<file path="src/rtl/hazard_pkg.sv">
// hazard_pkg: shared widths and helpers for the pending-write scoreboard.
// Consumed by hazard_pend_ctr and hazard_scoreboard.
package hazard_pkg;

  localparam int DEF_REG_W  = 4;
  localparam int DEF_PEND_W = 2;
  localparam int NUM_REGS   = 1 << DEF_REG_W;

  function automatic int max_pend(input int w);
    return (1 << w) - 1;
  endfunction

endpackage

</file>
<file path="src/rtl/hazard_pend_ctr.sv">
// hazard_pend_ctr: one register's outstanding-write counter.
// Up/down, saturating at both ends, with under/overflow strobes.
module hazard_pend_ctr
  import hazard_pkg::*;
#(
  parameter int W = DEF_PEND_W
) (
  input  logic clk,
  input  logic rst_n,
  input  logic inc,
  input  logic dec,
  output logic zero,
  output logic max,
  output logic underflow,
  output logic overflow
);

  localparam logic [W-1:0] MAX_CNT = W'(max_pend(W));

  logic [W-1:0] cnt;

  assign zero      = (cnt == '0);
  assign max       = (cnt == MAX_CNT);
  assign underflow = dec & zero;
  assign overflow  = inc & ~dec & max;

  // count issues up and retires down; simultaneous inc/dec cancel
  always_ff @(posedge clk) begin
    if (!rst_n) begin
      cnt <= '0;
    end else if (inc & ~dec & ~max) begin
      cnt <= cnt + 1'b1;
    end else if (dec & ~inc & ~zero) begin
      cnt <= cnt - 1'b1;
    end
  end

endmodule

</file>
<file path="src/rtl/hazard_scoreboard.sv">
// hazard_scoreboard: per-register pending-write RAW/load-use stall logic.
// Optional perf counters are built when HAZARD_PERF_CNT_EN is defined.
module hazard_scoreboard
  import hazard_pkg::*;
#(
  parameter int REG_W        = DEF_REG_W,
  parameter int PEND_W       = DEF_PEND_W,
  parameter bit RF_WB_BYPASS = 1'b1
) (
  input  logic             clk,
  input  logic             rst_n,
  input  logic [REG_W-1:0] src1,
  input  logic [REG_W-1:0] src2,
  input  logic             two_src,
  input  logic             id_valid,
  input  logic             id_wb_en,
  input  logic [REG_W-1:0] id_dest,
  input  logic             flush,
  input  logic             forward_en,
  input  logic [REG_W-1:0] exe_dest,
  input  logic             exe_wb_en,
  input  logic             exe_mem_r_en,
  input  logic [REG_W-1:0] wb_dest,
  input  logic             wb_wb_en,
  input  logic             mem_ready,
  output logic             hazard,
  output logic             freeze,
  output logic             pend_err,
  output logic             busy_any
`ifdef HAZARD_PERF_CNT_EN
  ,
  output logic [31:0]      stall_cycles,
  output logic [31:0]      freeze_cycles,
  output logic [31:0]      loaduse_cycles
`endif
);

  localparam int NR = 1 << REG_W;

  logic [NR-1:0] inc_v;
  logic [NR-1:0] dec_v;
  logic [NR-1:0] zero_v;
  logic [NR-1:0] max_v;
  logic [NR-1:0] uf_v;
  logic [NR-1:0] of_v;

  logic issue;
  logic retire;
  logic busy1;
  logic busy2;
  logic raw;
  logic load_use;
  logic sat;

  assign freeze = ~mem_ready;
  assign retire = wb_wb_en & ~freeze;

  // a register retiring this cycle is readable when the RF bypasses
  assign busy1 = ~zero_v[src1]
               & ~(RF_WB_BYPASS & retire & (wb_dest == src1));
  assign busy2 = ~zero_v[src2]
               & ~(RF_WB_BYPASS & retire & (wb_dest == src2));

  assign raw = busy1 | (two_src & busy2);

  assign load_use = exe_wb_en & exe_mem_r_en
                  & ((src1 == exe_dest)
                  | (two_src & (src2 == exe_dest)));

  assign sat = id_valid & id_wb_en & max_v[id_dest];

  assign hazard = (forward_en ? load_use : raw) | sat;

  assign issue = id_valid & id_wb_en & ~hazard & ~freeze & ~flush;

  assign busy_any = ~&zero_v;

  for (genvar i = 0; i < NR; i++) begin : g_ctr
    assign inc_v[i] = issue  & (id_dest == REG_W'(i));
    assign dec_v[i] = retire & (wb_dest == REG_W'(i));

    hazard_pend_ctr #(
      .W (PEND_W)
    ) u_ctr (
      .clk       (clk),
      .rst_n     (rst_n),
      .inc       (inc_v[i]),
      .dec       (dec_v[i]),
      .zero      (zero_v[i]),
      .max       (max_v[i]),
      .underflow (uf_v[i]),
      .overflow  (of_v[i])
    );
  end

  // sticky error on any counter under/overflow
  always_ff @(posedge clk) begin
    if (!rst_n) begin
      pend_err <= 1'b0;
    end else if ((|uf_v) | (|of_v)) begin
      pend_err <= 1'b1;
    end
  end

`ifdef HAZARD_PERF_CNT_EN
  // saturating stall/freeze/load-use cycle counters
  always_ff @(posedge clk) begin
    if (!rst_n) begin
      stall_cycles   <= '0;
      freeze_cycles  <= '0;
      loaduse_cycles <= '0;
    end else begin
      if (hazard && stall_cycles != '1)
        stall_cycles <= stall_cycles + 1'b1;
      if (freeze && freeze_cycles != '1)
        freeze_cycles <= freeze_cycles + 1'b1;
      if (forward_en && load_use && loaduse_cycles != '1)
        loaduse_cycles <= loaduse_cycles + 1'b1;
    end
  end
`endif

endmodule

</file>
<file path="config.mk">
export PLATFORM = sky130hd
export DESIGN_NAME = hazard_scoreboard
export DESIGN_NICKNAME = d
export VERILOG_FILES = /design/src/rtl/hazard_pkg.sv /design/src/rtl/hazard_pend_ctr.sv /design/src/rtl/hazard_scoreboard.sv
export SDC_FILE = /design/constraint.sdc
export NUM_CORES = 1
export LEC_CHECK = 0
export CORE_ASPECT_RATIO = 0.75
export CORE_MARGIN = 2
export CORE_UTILIZATION = 58
export CTS_BUF_LIST = sky130_fd_sc_hd__clkbuf_4 sky130_fd_sc_hd__clkbuf_8 sky130_fd_sc_hd__clkbuf_16
export DETAILED_ROUTE_END_ITERATION = 10
export GPL_TIMING_DRIVEN = 0
export PLACE_DENSITY = 0.82
export SYNTH_ARGS = -nofsm -noshare
export SYNTH_HDL_FRONTEND = slang
export SYNTH_HIERARCHICAL = 1
export SYNTH_SLANG_ARGS = --single-unit
</file>
<file path="constraint.sdc">
create_clock -name clk -period 3.9 [get_ports clk]
set_input_delay 0.39 -clock clk [delete_from_list [all_inputs] [get_ports clk]]
set_output_delay 0.39 -clock clk [all_outputs]
set_load 0.01 [all_outputs]
</file>
After elaboration in Yosys (flattened, before gate mapping) --
Index checks and enable logic that the tools add are counted.
Storage, ports and cells: register bits 33, output and inout port bits 4, input bits 31
Cells by class: equality and inequality tests 50, magnitude comparators 3, muxes and demuxes 39, reductions and logical operators 38, bitwise gates (word level) 217, add/subtract/negate cells 32
Operators by type and width (number):
- bitwise AND 1 bit | 142
- inverter 1 bit | 71
- == test 4 bit (second input constant) | 16
- 2-to-1 mux 2 bit | 32
- adder 2 x 1 -> 2 bit (second input constant) | 16
- == test 2 bit (second input constant) | 16
- == test 4 x 3 -> 1 bit (second input constant) | 8
- logical NOT 2 bit | 16
- nonzero test 2 bit | 16
- OR reduction 16 bit | 2
- subtractor 2 x 1 -> 2 bit (second input constant) | 16
- == test 4 x 2 -> 1 bit (second input constant) | 4
- == test 4 bit | 4
- AND reduction 16 bit | 1
- less-than comparator 4 x 5 -> 1 bit (second input constant) | 3
- binary-select mux 1 bit (select 4 bit) | 3
- == test 4 x 1 -> 1 bit (second input constant) | 2
- logical NOT 4 bit | 2
- 2-to-1 mux 1 bit | 4
- bitwise OR 1 bit | 4
- logical NOT 1 bit | 1

Logic depth before layout (Yosys ltp) --
word-level depth 19, depth in mapped cells 12, gate-level depth less buffers 11

By module --
Netlist, hierarchy kept.
By module, submodules not included:
- hazard_pend_ctr | area each 131.4 sq um, instances 16, sequential area each 40.0 sq um, cells each 16
- hazard_scoreboard | area each 1258.7 sq um, instances 1, sequential area each 20.0 sq um, cells each 169

Worst setup path before layout --
OpenSTA, ideal clock, no wires.
path type input-to-reg, start input src2[1], end register pend_err, stages 11, arrival 2.830 ns, setup slack 0.951 ns, setup time 0.120 ns, path through buf_2 > mux4_2 > nor2_1 > a21oi_1 > a311oi_4 > buf_6 > nor4_1 > nor2b_2 > and2_1 > or3_1 > o31a_1
On the way: word-level cells in the longest chain between the ends 17, elaborated cells between the ends (all ways) 69
RTL lines:
- start: declaration | RTL line hazard_scoreboard.sv:13 | input logic [REG_W-1:0] src2,
- binary-select mux 1 bit (select 4 bit) / == test 4 bit (equally long branches) | RTL line hazard_scoreboard.sv:61, hazard_scoreboard.sv:62
- 2-to-1 mux 1 bit (implied by the code) / bitwise AND 1 bit (equally long branches) | RTL line hazard_scoreboard.sv:61, hazard_scoreboard.sv:62
- inverter 1 bit (on tied branches) | RTL line hazard_scoreboard.sv:61, hazard_scoreboard.sv:62
- bitwise AND 1 bit | RTL line hazard_scoreboard.sv:62 | & ~(RF_WB_BYPASS & retire & (wb_dest == src2));
- bitwise AND 1 bit | RTL line hazard_scoreboard.sv:64 | assign raw = busy1 | (two_src & busy2);
- bitwise OR 1 bit | RTL line hazard_scoreboard.sv:64
- 2-to-1 mux 1 bit (*) | RTL line hazard_scoreboard.sv:72 | assign hazard = (forward_en ? load_use : raw) | sat;
- bitwise OR 1 bit (*) | RTL line hazard_scoreboard.sv:72
- inverter 1 bit (*) | RTL line hazard_scoreboard.sv:74 | assign issue = id_valid & id_wb_en & ~hazard & ~freeze & ~flush;
- bitwise AND 1 bit (*) (3 in a row) | RTL line hazard_scoreboard.sv:74
- bitwise AND 1 bit (*) | RTL line hazard_scoreboard.sv:79 | assign inc_v[i] = issue & (id_dest == REG_W'(i));
- via inc_v[1] | RTL line hazard_scoreboard.sv:40 | logic [NR-1:0] inc_v;
- bitwise AND 1 bit (*) (2 in a row) | RTL line hazard_pend_ctr.sv:25 | assign overflow = inc & ~dec & max;
- via of_v[1] | RTL line hazard_scoreboard.sv:45 | logic [NR-1:0] of_v;
- OR reduction 16 bit (*) | RTL line hazard_scoreboard.sv:100 | end else if ((|uf_v) | (|of_v)) begin
- bitwise OR 1 bit (*) | RTL line hazard_scoreboard.sv:100
- end signal: assignment | RTL line hazard_scoreboard.sv:99 | pend_err <= 1'b0;
- end signal: assignment | RTL line hazard_scoreboard.sv:101 | pend_err <= 1'b1;
- end: declaration | RTL line hazard_scoreboard.sv:28 | output logic pend_err,
Mark *: on every way through the listed nets, which the timed path passes. The rest lies on a longest branch. The select of a mux whose other input is x is not followed. A chain may end at the register's enable or synchronous reset.

Worst setup path after layout --
start input id_dest[1], end register pend_err
On the way: word-level cells in the longest chain between the ends 13, elaborated cells between the ends (all ways) 74
RTL lines:
- start: declaration | RTL line hazard_scoreboard.sv:17 | input logic [REG_W-1:0] id_dest,
- binary-select mux 1 bit (select 4 bit) | RTL line hazard_scoreboard.sv:70 | assign sat = id_valid & id_wb_en & max_v[id_dest];
- 2-to-1 mux 1 bit (implied by the code) | RTL line hazard_scoreboard.sv:70
- bitwise AND 1 bit | RTL line hazard_scoreboard.sv:70
- bitwise OR 1 bit | RTL line hazard_scoreboard.sv:72
- inverter 1 bit | RTL line hazard_scoreboard.sv:74
- bitwise AND 1 bit (3 in a row) | RTL line hazard_scoreboard.sv:74
- bitwise AND 1 bit (*) | RTL line hazard_scoreboard.sv:79
- via inc_v[7] | RTL line hazard_scoreboard.sv:40
- bitwise AND 1 bit (*) (2 in a row) | RTL line hazard_pend_ctr.sv:25
- via of_v[7] | RTL line hazard_scoreboard.sv:45
- OR reduction 16 bit (*) | RTL line hazard_scoreboard.sv:100
- bitwise OR 1 bit (*) | RTL line hazard_scoreboard.sv:100
Marked as above.

==> metrics.md <==
| Metric | Value |
|---|---|
| Post-synth top cells | and2_1 (48), nand2b_1 (36), nor2_1 (35) |
| Max-cap viol count | 0 |
| Hold WS | 507 ps |
| Final hold violation count | 0 |
| Post-synth top flop | dfxtp_1 |
| Core Footprint | 5470 µm² |
| FF+latch count, synth | 33 |
| Fin nets | approximately 490 |
| Antenna violations before repair | 0 |
| Avg Cell Area, Syn | about 7.9 µm² |
| Cell count of the worst reg-to-reg path | 12 |
| First-pass GRT wire length | 15200 µm |
| GR Util All Layers | between 20 and 30% |
| CTS HTree Levels | 2 |
| Layout cell share with drive strength beyond 1 | about 15% |
| Seq pwr share | 43.8% |
| DRT antenna net count | 0 |
| Post-Synthesis Cells | approximately 430 |
| Total grt overflow | 0 |
| Initial drt markers | 270 |
| Critical Path Fanout Max | 10 |
| Fmax | 275 MHz |
| Post-Syn Area | around 3400 µm² |
| Leakage power | 0.00132 µW |
| Gpl congestion | 0.975 |
| Post-synthesis sequential area ratio | 19.7% |
| CTS resizes | 0 |
| Final WL | 9130 µm |
| Gate power share | between 15 and 20% |
| Area contributors post-synth | dfxtp_1 (20%), and2_1 (8.9%), nand2b_1 (6.7%), o31ai_2 (6.0%), o21ai_0 (4.8%) |
| # IOs | 35 |
| RR Endpoint | pend_err$_SDFFE_PN0P_ |
| CTS Buf Count | 5 |
| Final period util | between 90% and 100% |
| DRC viols | 0 |
| Setup CP Type | primary input to register |
| Switching Fraction | 29.3% |
| Clock Skew | 4.84 ps |
| Asr flop ratio synth | 0% |
| Setup_tns | 0 ps |
| Post-Place Cells | 525 |
| Worst slew pin tran | 760 ps |
| Vias in the first global route | between 3000 and 4000 |
| Area Overhead vs Synth | 13.0% |
| Grt met3 use | 6.58% |
| Critical Path AT | 3880 ps |
| Final max-slew violation count | 0 |
| CTS Buffer Depth | 2 |
| Number of synthesized flops with an enable pin | 0 |
| Hold path depth | 2 |
| Tmin final | 3640 ps |
| Status | completed |
| Endpoints failing setup | 0 |
| Min-Delay Path Class | register to register |
| Power per cell area | 204 nW/µm² |
| Post-route setup slack | between 200 and 300 ps |
| Clock Pin Slew Worst Setup and Hold Paths | about 80 ps |
| Setup bufs post-CTS | 0 |
| Hold-critical path endpoint | g_ctr[3].u_ctr/cnt[1]$_SDFFE_PN0P_ |
| Rel. slew slack | 49.4% |
| Die area | about 6400 µm² |
| Synth area leader | dfxtp_1 |
| DP Worst Slack | 54.0 ps |
| Sw Pwr | 228 µW |
| Worst setup SP type | primary input |
| P_int | 548 µW |
| CTS tree | done |
| Distinct cell type count after synthesis | slightly below 50 |
| Ys Warns | 6 |
| Initial core utilization | 61.5% |
| Final Non-Filler Cells | around 530 |
| TritonRoute pass-1 iters | 7 |
| Largest net degree at the start of global routing | 34 |
| Routed WL per cell | 17.1 µm |
| # hold bufs at CTS | 0 |
| RSZ-0062 raised after global routing | no |
| Yosys top cell area share | 19.7% |
| Worst vdd ir | 0.000159 V |
| Clock Latency Late Sink | 300 ps |
| Row Count | 23 |
| Top-count cell post-synth | and2_1 |
| Dpl hpwl | 6960 µm |
| Die span in y | 69.9 µm |
| Total number of vias | 3353 |
| HP Start | g_ctr[3].u_ctr/cnt[1]$_SDFFE_PN0P_ |
| Pwr Total | 776 µW |
| Die width | between 90 and 100 µm |
| Reg2Reg Setup Slack | roughly 300 ps |
| Sink Count | 33 |
| Clock power frac | 37.9% |
| Worst reg2reg startpoint | g_ctr[15].u_ctr/cnt[0]$_SDFFE_PN0P_ |
| Global routing's busiest layer | met2 |
| Met1 Resource Use GR | approximately two fifths |
| Met2 Use GR | 47.4% |
| Post-DR vias/cell | 6.29 |
| Inserted Diodes | 0 |
| CP Capture Type | register |
| Critical Path RT | just over 4000 ps |
| IO buf count | 25 |
| Syn_nets | approximately 460 |
| CTS Root Cell | clkbuf_8 |
## worst max-delay path, cell delays in order
cell and delay, ps:
clkdlybuf4s50_1 620, buf_2 310, mux4_2 380, o211ai_1 380
nand4_4 210, buf_2 240, nor4_1 540, nor2b_2 320
and2_1 160, nor4_1 70, nand4_1 110, o31a_1 140
## power groups by stage
stage / registers, µW / clock network [µW] / logic, µW
floorplan: 348 / 0 / 81.6
global placement: 348 / 0 / 138
detailed placement: 348 / 0 / 140
CTS: 340 / 297 / 140
global route: 340 / 312 / 152
finish: 340 / 294 / 142
## placed cells by master (no fill, tap or decap), types with 3 or more instances in the layout
| cell | n |
|---|---|
| nand2b_1 | 36 |
| and2_1 | 48 |
| nor2b_2 | 16 |
| mux2i_1 | 5 |
| a21oi_1 | 18 |
| nand4_1 | 10 |
| nand2_1 | 32 |
| dfxtp_1 | 33 |
| buf_6 | 6 |
| xor2_1 | 10 |
| or3_1 | 3 |
| nor3_1 | 6 |
| clkdlybuf4s50_1 | 24 |
| nor2b_1 | 6 |
| mux4_2 | 6 |
| o21ai_0 | 32 |
| and3b_1 | 17 |
| nor4_1 | 24 |
| clkbuf_8 | 6 |
| nor2_1 | 35 |
| a21boi_1 | 16 |
| nand3_1 | 7 |
| xnor2_1 | 4 |
| o31ai_2 | 16 |
| buf_2 | 7 |
## per-layer routing
layer / vias to the layer above / share of wire [%]
li1: 1615 / -
met1: 1579 / 44
met2: 146 / 45
met3: 13 / 9.3
met4: 0 / 1.1
met5: - / 0
## cells by family after synthesis
group / share of synthesized area, %
simple gates: 44.0
flops: 19.7
xor+xnor: 3.65
buf+inv: 3.57
compound gates: 21.3
mux: 7.74
## per-stage QoR
stage | utilization (%) | area, µm²
4_1_cts | 69.4 | 3800
3_3_place_gp | 67.8 | 3700
2_1_floorplan | - | 3360
3_5_place_dp | 67.7 | 3700
5_1_grt | 69.4 | 3800
6_report | 69.4 | 3800
## worst max-delay path by stage
stage,start,end,slack [ps],cells past startpoint
finish,id_dest[1],pend_err$_SDFFE_PN0P_,260,12
global placement,id_dest[1],pend_err$_SDFFE_PN0P_,160,11
detailed placement,id_dest[1],pend_err$_SDFFE_PN0P_,50,11
floorplan,src2[1],pend_err$_SDFFE_PN0P_,950,11
global route,id_dest[1],pend_err$_SDFFE_PN0P_,140,11
CTS,id_dest[1],pend_err$_SDFFE_PN0P_,340,11
## cell type report
class	instances	area, µm²
Clock inverter	2	13.8
Inverter	2	7.51
Fill cell	461	1670
Multi-Input combinational cell	375	2580
Buffer	15	113
Tap cell	75	93.8
Clock buffer	6	82.6
Timing Repair Buffer	25	245
Sequential cell	33	661
## flip-flops by register name (all words and copies together) (netlist names)
register	cells
pend_err	1
g_ctr.u_ctr/cnt	32
Note: power is estimated with default switching activity, not from simulation.
